## config.mk

```make
export PLATFORM = sky130hd
export DESIGN_NAME = alu_arbiter
export DESIGN_NICKNAME = d
export VERILOG_FILES = /design/src/rtl/alu_arbiter.sv
export SDC_FILE = /design/constraint.sdc
export NUM_CORES = 1
export LEC_CHECK = 0
export ABC_AREA = 0
export CORE_MARGIN = 5
export CORE_UTILIZATION = 30
export CTS_CLUSTER_DIAMETER = 100
export CTS_CLUSTER_SIZE = 14
export DETAILED_ROUTE_END_ITERATION = 8
export GPL_ROUTABILITY_DRIVEN = 0
export SYNTH_ARGS = -nofsm -noshare
export SYNTH_HDL_FRONTEND = slang
export SYNTH_SLANG_ARGS = --single-unit
```

## constraint.sdc

```tcl
create_clock -name clk -period 1.9 [get_ports clk]
set_input_delay 0.285 -clock clk [delete_from_list [all_inputs] [get_ports clk]]
set_output_delay 0.285 -clock clk [all_outputs]
set_load 0.1 [all_outputs]
```

## src/rtl/alu_arbiter.sv

```systemverilog
// rtl/alu_arbiter.sv - two-requester arbiter sharing one external combinational ALU
module alu_arbiter #(
    parameter int unsigned DATA_W     = 32,
    parameter int unsigned OP_W       = 4,
    parameter int unsigned FIXED_PRIO = 0,
    parameter logic [OP_W-1:0] IDLE_OP = '0
) (
    input  logic              clk,
    input  logic              reset,

    input  logic              req0_valid,
    output logic              req0_ready,
    input  logic [DATA_W-1:0] req0_op1,
    input  logic [DATA_W-1:0] req0_op2,
    input  logic [OP_W-1:0]   req0_operation,
    output logic              rsp0_valid,
    input  logic              rsp0_ready,
    output logic [DATA_W-1:0] rsp0_result,
    output logic              rsp0_zero,
    output logic              rsp0_overflow,

    input  logic              req1_valid,
    output logic              req1_ready,
    input  logic [DATA_W-1:0] req1_op1,
    input  logic [DATA_W-1:0] req1_op2,
    input  logic [OP_W-1:0]   req1_operation,
    output logic              rsp1_valid,
    input  logic              rsp1_ready,
    output logic [DATA_W-1:0] rsp1_result,
    output logic              rsp1_zero,
    output logic              rsp1_overflow,

    output logic [DATA_W-1:0] alu_operand1,
    output logic [DATA_W-1:0] alu_operand2,
    output logic [OP_W-1:0]   alu_operation,
    input  logic [DATA_W-1:0] alu_result,
    input  logic              alu_is_zero,
    input  logic              alu_overflow,

    output logic              busy
);

    typedef enum logic [1:0] {
        IDLE  = 2'd0,
        ISSUE = 2'd1,
        RESP  = 2'd2
    } state_t;

    state_t state;
    logic   last_grant;
    logic   id_reg;
    logic   grant0;
    logic   grant1;
    logic   rsp_done;

    // Requester 0 wins a tie under fixed priority, or when requester 1 was served last.
    assign grant0 = req0_valid & (~req1_valid | (FIXED_PRIO != 0) | last_grant);
    assign grant1 = req1_valid & ~grant0;

    assign req0_ready = reset & (state == IDLE) & grant0;
    assign req1_ready = reset & (state == IDLE) & grant1;

    assign rsp_done = id_reg ? rsp1_ready : rsp0_ready;

    always_ff @(posedge clk or negedge reset) begin
        if (!reset) begin
            state         <= IDLE;
            last_grant    <= 1'b1;
            id_reg        <= 1'b0;
            alu_operand1  <= '0;
            alu_operand2  <= '0;
            alu_operation <= IDLE_OP;
            rsp0_valid    <= 1'b0;
            rsp0_result   <= '0;
            rsp0_zero     <= 1'b0;
            rsp0_overflow <= 1'b0;
            rsp1_valid    <= 1'b0;
            rsp1_result   <= '0;
            rsp1_zero     <= 1'b0;
            rsp1_overflow <= 1'b0;
            busy          <= 1'b0;
        end else begin
            case (state)
                IDLE: begin
                    if (req0_ready || req1_ready) begin
                        id_reg        <= req1_ready;
                        alu_operand1  <= req1_ready ? req1_op1 : req0_op1;
                        alu_operand2  <= req1_ready ? req1_op2 : req0_op2;
                        alu_operation <= req1_ready ? req1_operation : req0_operation;
                        busy          <= 1'b1;
                        state         <= ISSUE;
                    end
                end
                ISSUE: begin
                    if (id_reg) begin
                        rsp1_valid    <= 1'b1;
                        rsp1_result   <= alu_result;
                        rsp1_zero     <= alu_is_zero;
                        rsp1_overflow <= alu_overflow;
                    end else begin
                        rsp0_valid    <= 1'b1;
                        rsp0_result   <= alu_result;
                        rsp0_zero     <= alu_is_zero;
                        rsp0_overflow <= alu_overflow;
                    end
                    last_grant    <= id_reg;
                    alu_operation <= IDLE_OP;
                    state         <= RESP;
                end
                RESP: begin
                    if (rsp_done) begin
                        rsp0_valid <= 1'b0;
                        rsp1_valid <= 1'b0;
                        busy       <= 1'b0;
                        state      <= IDLE;
                    end
                end
                default: begin
                    state <= IDLE;
                    busy  <= 1'b0;
                end
            endcase
        end
    end

endmodule

```

==> metrics.txt, run 1 <==
status=complete, no violations; CP Capture Type=output pin; CP Data Required Time=1.62 ns; CP Launch Type=flip-flop; share of layout cells above drive strength 1=between 30% and 40%; Filler cells=between 1,500 and 2,000; Fin. Hold Viols=0; worst hold-check path type=in -> async; H-tree depth=4; wire per inst=19.9 um; worst reg2reg path endpoint=rsp1_result[30]; prevailing post-synth register cell=dfrtp_1; critical path class=reg -> out; cts bufs inserted=17; Post-synth EDFFs=0; YS warnings=0; Final setup viols=0; post-synthesis sequential area ratio=59.0%; Die X=152 um; slew at the pin closest to its max-slew limit=0.786 ns; largest net degree at the start of global routing=between 100 and 150; vias in the first global route=5,488; NumNets Final=915; metal3 WL=approximately 1.6 mm; area of the core=between 20,000 and 25,000 um^2; RSZ-0062 raised after global routing=false; CP Max Fanout=3; HPWL after DPL=14.7 mm; cts hold-fix bufs=0; fin. max-slew vios=0; synth unique cells=28; Mapped Avg Cell Area=14.6 um^2; PortBufs=316; Routed WL=20.3 mm; # diodes=0; Register-to-Register Path Depth=5; DRC violations left=0; Max-slew headroom=47.6%; syn nets=590; placed cells=983; period utilisation layout=94.5%; worst skew pair latency=0.41 ns; flop2flop setup slack=0.12 ns; Final ANT Viol Nets=0; IO Pins=317; fin util=49.6%; drt first pass iters=4; FP Rows=52; Post-Syn Area=6060 um^2; Clock transition at path regs=approximately 0.060 ns; initial antenna violation count=1; global route total overflow=0; via/cell ratio=4.87; Area growth syn-to-layout=63.8%; GRT Overall Usage=17.0%; maxcap violations=0; root buffer cell=clkbuf_16; Initial Util=between 30% and 40%; Synth async-reset ratio=100%; Iter 0 DRT Violations=170; Clock Tree Buf Depth=2; max frequency=0.557 GHz; Die Area=23,200 um^2; Syn Inst Count=414; CTS tree=built; Max Used Layer=met5; Non-Filler Instances=1,022; Worst Path Arrival=approximately 1.5 ns; TritonCTS Sinks=143; Via Count=between 4,000 and 5,000; synthesized flop and latch total=143; first-pass GRT wire length=31.4 mm; Final min period=1.80 ns; RR Startpoint=state[1]; wire length on met1=8.52 mm; WL met2=9.72 mm; Post-Route Skew=~0.011 ns; Die Span Y=152 um
-- metrics by stage --
stage / setup slack (ns) / TNS, ns / instance area [um^2] / hold slack, ns
final: 0.105 / 0 / 9930 / 0.0137
after CTS: 0.0291 / 0 / 9940 / 0.0756
after floorplan: -0.164 / -0.164 / 6070 / -0.0106
after global placement: 0.0401 / 0 / 9290 / 0.474
after detailed placement: 0.00763 / 0 / 9290 / 0.491
after global routing: 0.0406 / 0 / 9930 / 0.118
-- cells in the mapped netlist (all sizes together) (2+ instances only) --
cell type  number  area, um^2
inv             4        15.0
nor3b          65         488
o21ai           2        10.0
dfrtp         142        3550
nand2b          2        12.5
o21bai          2        15.0
a221o          64         641
a21oi           2        10.0
mux2i           8        80.1
mux2           69         890
nand2           5        18.8
a22o            2        17.5
nor2            4        17.5
buf            20         165
clkbuf         16        60.1
-- placed cells by master, fill, tap and decap left out, types with 4 or more instances in the layout --
| cell type | Yosys | final |
|---|---|---|
| inv_1 | 4 | 4 |
| clkdlybuf4s50_1 | 0 | 174 |
| nor3b_1 | 65 | 64 |
| clkbuf_16 | 0 | 17 |
| nand2_1 | 5 | 5 |
| inv_6 | 0 | 6 |
| buf_12 | 3 | 9 |
| dfrtp_1 | 142 | 140 |
| a221o_1 | 64 | 64 |
| mux2_2 | 39 | 39 |
| mux2_4 | 30 | 30 |
| clkinvlp_4 | 0 | 6 |
| mux2i_1 | 8 | 8 |
| buf_4 | 3 | 157 |
-- final cells by class --
type | instances | area [um^2] | share of cell area [%]
Tap cell | 270 | 338 | 3.40
Inverter | 4 | 15.0 | 0.151
Multi-Input combinational cell | 231 | 2300 | 23.1
Clock inverter | 14 | 125 | 1.26
Timing Repair Buffer | 342 | 3140 | 31.7
Clock buffer | 18 | 429 | 4.32
Sequential cell | 143 | 3580 | 36.1
-- what timing repair did --
action,CTS,global route
pin swaps,2,2
endpoints found under the setup margin,1,1
resized for setup,4,1
setup buffers,6,1
gates cloned,1,0
-- logic make-up (layout without fill, tap and decap cells) --
logic type	Yosys count	count (layout)	synth area share, %
flops	143	143	59.0
simple gates	80	80	9.35
mux	77	77	16.0
compound gates	74	74	11.7
buf+inv	40	378	3.96
-- routing by layer --
layer	GRT usage, %	up-vias
met3	5.71	23
li1	-	2234
met5	0	-
met4	5.18	2
met1	21.3	2461
met2	28.0	255
-- critical path, stage by stage (launching register included) --
cell and delay [ns]:
dfrtp_2 0.43, nor3b_4 0.22, and3_4 0.26, buf_12 0.18
-- how the worst max path moves through the flow --
stage               startpoint              end  slack (ns)  cells after the start
finish                state[0]       req0_ready        0.10                      3
global route          state[0]       req0_ready        0.04                      3
CTS                 last_grant       req0_ready        0.03                      4
detailed placement  req1_valid  alu_operand1[4]       0.008                      5
global placement    req1_valid  alu_operand1[3]        0.04                      5
floorplan             state[1]       req1_ready       -0.16                      4
Power of run 1 is left out: the tool's default activity adds up to more than one toggle a clock period on the data nets, which glitch-free logic cannot reach.
==> inputs of run 2 (changes only) <==
Settings changed: CAP_MARGIN from default to 20.
==> results of run 2 <==
Final layout, timing and power as in run 1 (identical DEF).
Power of run 2 is left out for the same reason.
==> inputs of run 3 (changes only) <==
Settings changed: CORE_MARGIN 5 to 3, GPL_ROUTABILITY_DRIVEN 0 to default.
==> metrics.txt, run 3 (synthesized netlist as in run 1, its figures left out) <==
Area growth syn-to-layout=63.9% (was 63.8%); DRC violations left=0 (unchanged); GRT Overall Usage=17.7% (was 17.0%); wire per inst=19.6 um (was 19.9 um); Fin. Hold Viols=0 (unchanged); most frequent cells in the layout=clkdlybuf4s50_1 (174), buf_4 (150), dfrtp_1 (142) (was clkdlybuf4s50_1 (174), buf_4 (157), dfrtp_1 (140)); worst skew pair latency=0.42 ns (was 0.41 ns); flop2flop setup slack=0.16 ns (was 0.12 ns); slew at the pin closest to its max-slew limit=0.773 ns (was 0.786 ns); share of layout cells above drive strength 1=36.6% (was 37.1%); fin. max-slew vios=0 (unchanged); worst hold-check path type=in -> async (unchanged); NumNets Final=913 (was 915); H-tree depth=4 (unchanged); root buffer cell=clkbuf_16 (unchanged); Clock transition at path regs=0.06 ns (about the same); Final setup viols=0 (unchanged); maxcap violations=0 (unchanged); Non-Filler Instances=1,014 (was 1,022); Clock Tree Buf Depth=2 (unchanged); IO Pins=317 (unchanged); TritonCTS Sinks=143 (unchanged); global route total overflow=0 (unchanged); CP Max Fanout=4 (was 3); period utilisation layout=95.9% (was 94.5%); # diodes=0 (unchanged); FP Rows=51 (was 52); GPL Wtd Cong=0.785; status=complete, no violations (unchanged); Die Area=22,000 um^2 (was 23,200 um^2); max frequency=0.549 GHz (was 0.557 GHz); via/cell ratio=4.90 (was 4.87); area of the core=19,700 um^2 (was 20,000 um^2); initial antenna violation count=1 (unchanged); CTS tree=built (unchanged); Iter 0 DRT Violations=225 (was 170); largest net degree at the start of global routing=144 (unchanged); first-pass GRT wire length=30.2 mm (was 31.4 mm); pre-CTS WS=0.0956 ns (was 0.00763 ns); Die X=148 um (was 152 um); CP Data Required Time=1.62 ns (about the same); Max-slew headroom=48.5% (was 47.6%); Final ANT Viol Nets=0 (unchanged); CP Launch Type=flip-flop (unchanged); placed cells=977 (was 983); Final min period=1.82 ns (was 1.80 ns); cts bufs inserted=17 (unchanged); CP Capture Type=output pin (unchanged); critical path class=reg -> out (unchanged); post-route setup slack=0.0773 ns (was 0.105 ns); vias in the first global route=5,239 (was 5,488); commonest non-fill, non-tap cell in the layout=clkdlybuf4s50_1 (unchanged); HPWL after DPL=14.2 mm (was 14.7 mm); Initial Util=30.9% (was 30.3%); fin util=50.6% (was 49.6%); Via Count=4,967 (was 4,975); Worst Path Arrival=1.54 ns (was 1.51 ns); PortBufs=316 (unchanged); RSZ-0062 raised after global routing=false (unchanged); Die Span Y=148 um (was 152 um); Post-Route Skew=0.00647 ns (was 0.0108 ns); Routed WL=19.9 mm (was 20.3 mm); cts hold-fix bufs=0 (unchanged); Fin Setup TNS=0 ns (unchanged); drt first pass iters=4 (unchanged)
==> run 3: cell types whose count changed in the layout (fill, tap and decap cells not counted), moves of 2 or more <==
cell        previous run  this run
dfrtp_1              140       142
clkinv_4               0         3
buf_6                  1         3
dfrtp_2                2         0
clkinv_2               0         4
clkinvlp_4             6         3
buf_12                 9        12
inv_6                  6         2
buf_4                157       150
==> run 3: layout make-up <==
class,instances,area (um^2)
Fill cell,1707,9710
Sequential cell,143,3580
Timing Repair Buffer,340,3170
Multi-Input combinational cell,231,2300
Clock buffer,18,429
Tap cell,265,332
Clock inverter,13,116
Inverter,4,15.0
==> run 3: repair_timing <==
action,CTS,global route
setup buffers,4,2
resized for setup,2,3
pin swaps,0,3
endpoints found under the setup margin,1,2
gates cloned,1,0
==> run 3: metrics by stage <==
stage	hold WS [ns]	cell area [um^2]
detailed placement	0.470	9320
CTS	0.0853	9930
global placement	0.474	9320
floorplan	-0.0106	6070
finish	0.0283	9940
global route	0.120	9940
==> run 3: final timing paths <==
check	startpoint	endpoint	cells after the start
worst max register to register	state[0]	rsp1_result[26]	6
max in group asynchronous	reset	alu_operand1[24]	2
worst max-delay path	state[1]	req1_ready	4
min in group clk	last_grant	last_grant	2
worst min register to register	last_grant	last_grant	2
worst min-delay path	reset	id_reg	2
==> run 3: critical path, stage by stage (launching register included) <==
cell and delay (ns):
dfrtp_1 0.41, buf_6 0.14, nand4bb_4 0.23, nor2_4 0.16
buf_12 0.18
==> run 3: metal layers <==
metal	global-route usage, %	vias up	wire [um]
li1	-	2226	-
met1	22.0	2451	8140
met2	28.7	255	9450
met3	6.34	33	1810
met4	6.28	2	493
met5	0	-	13
Power of run 3 is left out for the same reason.
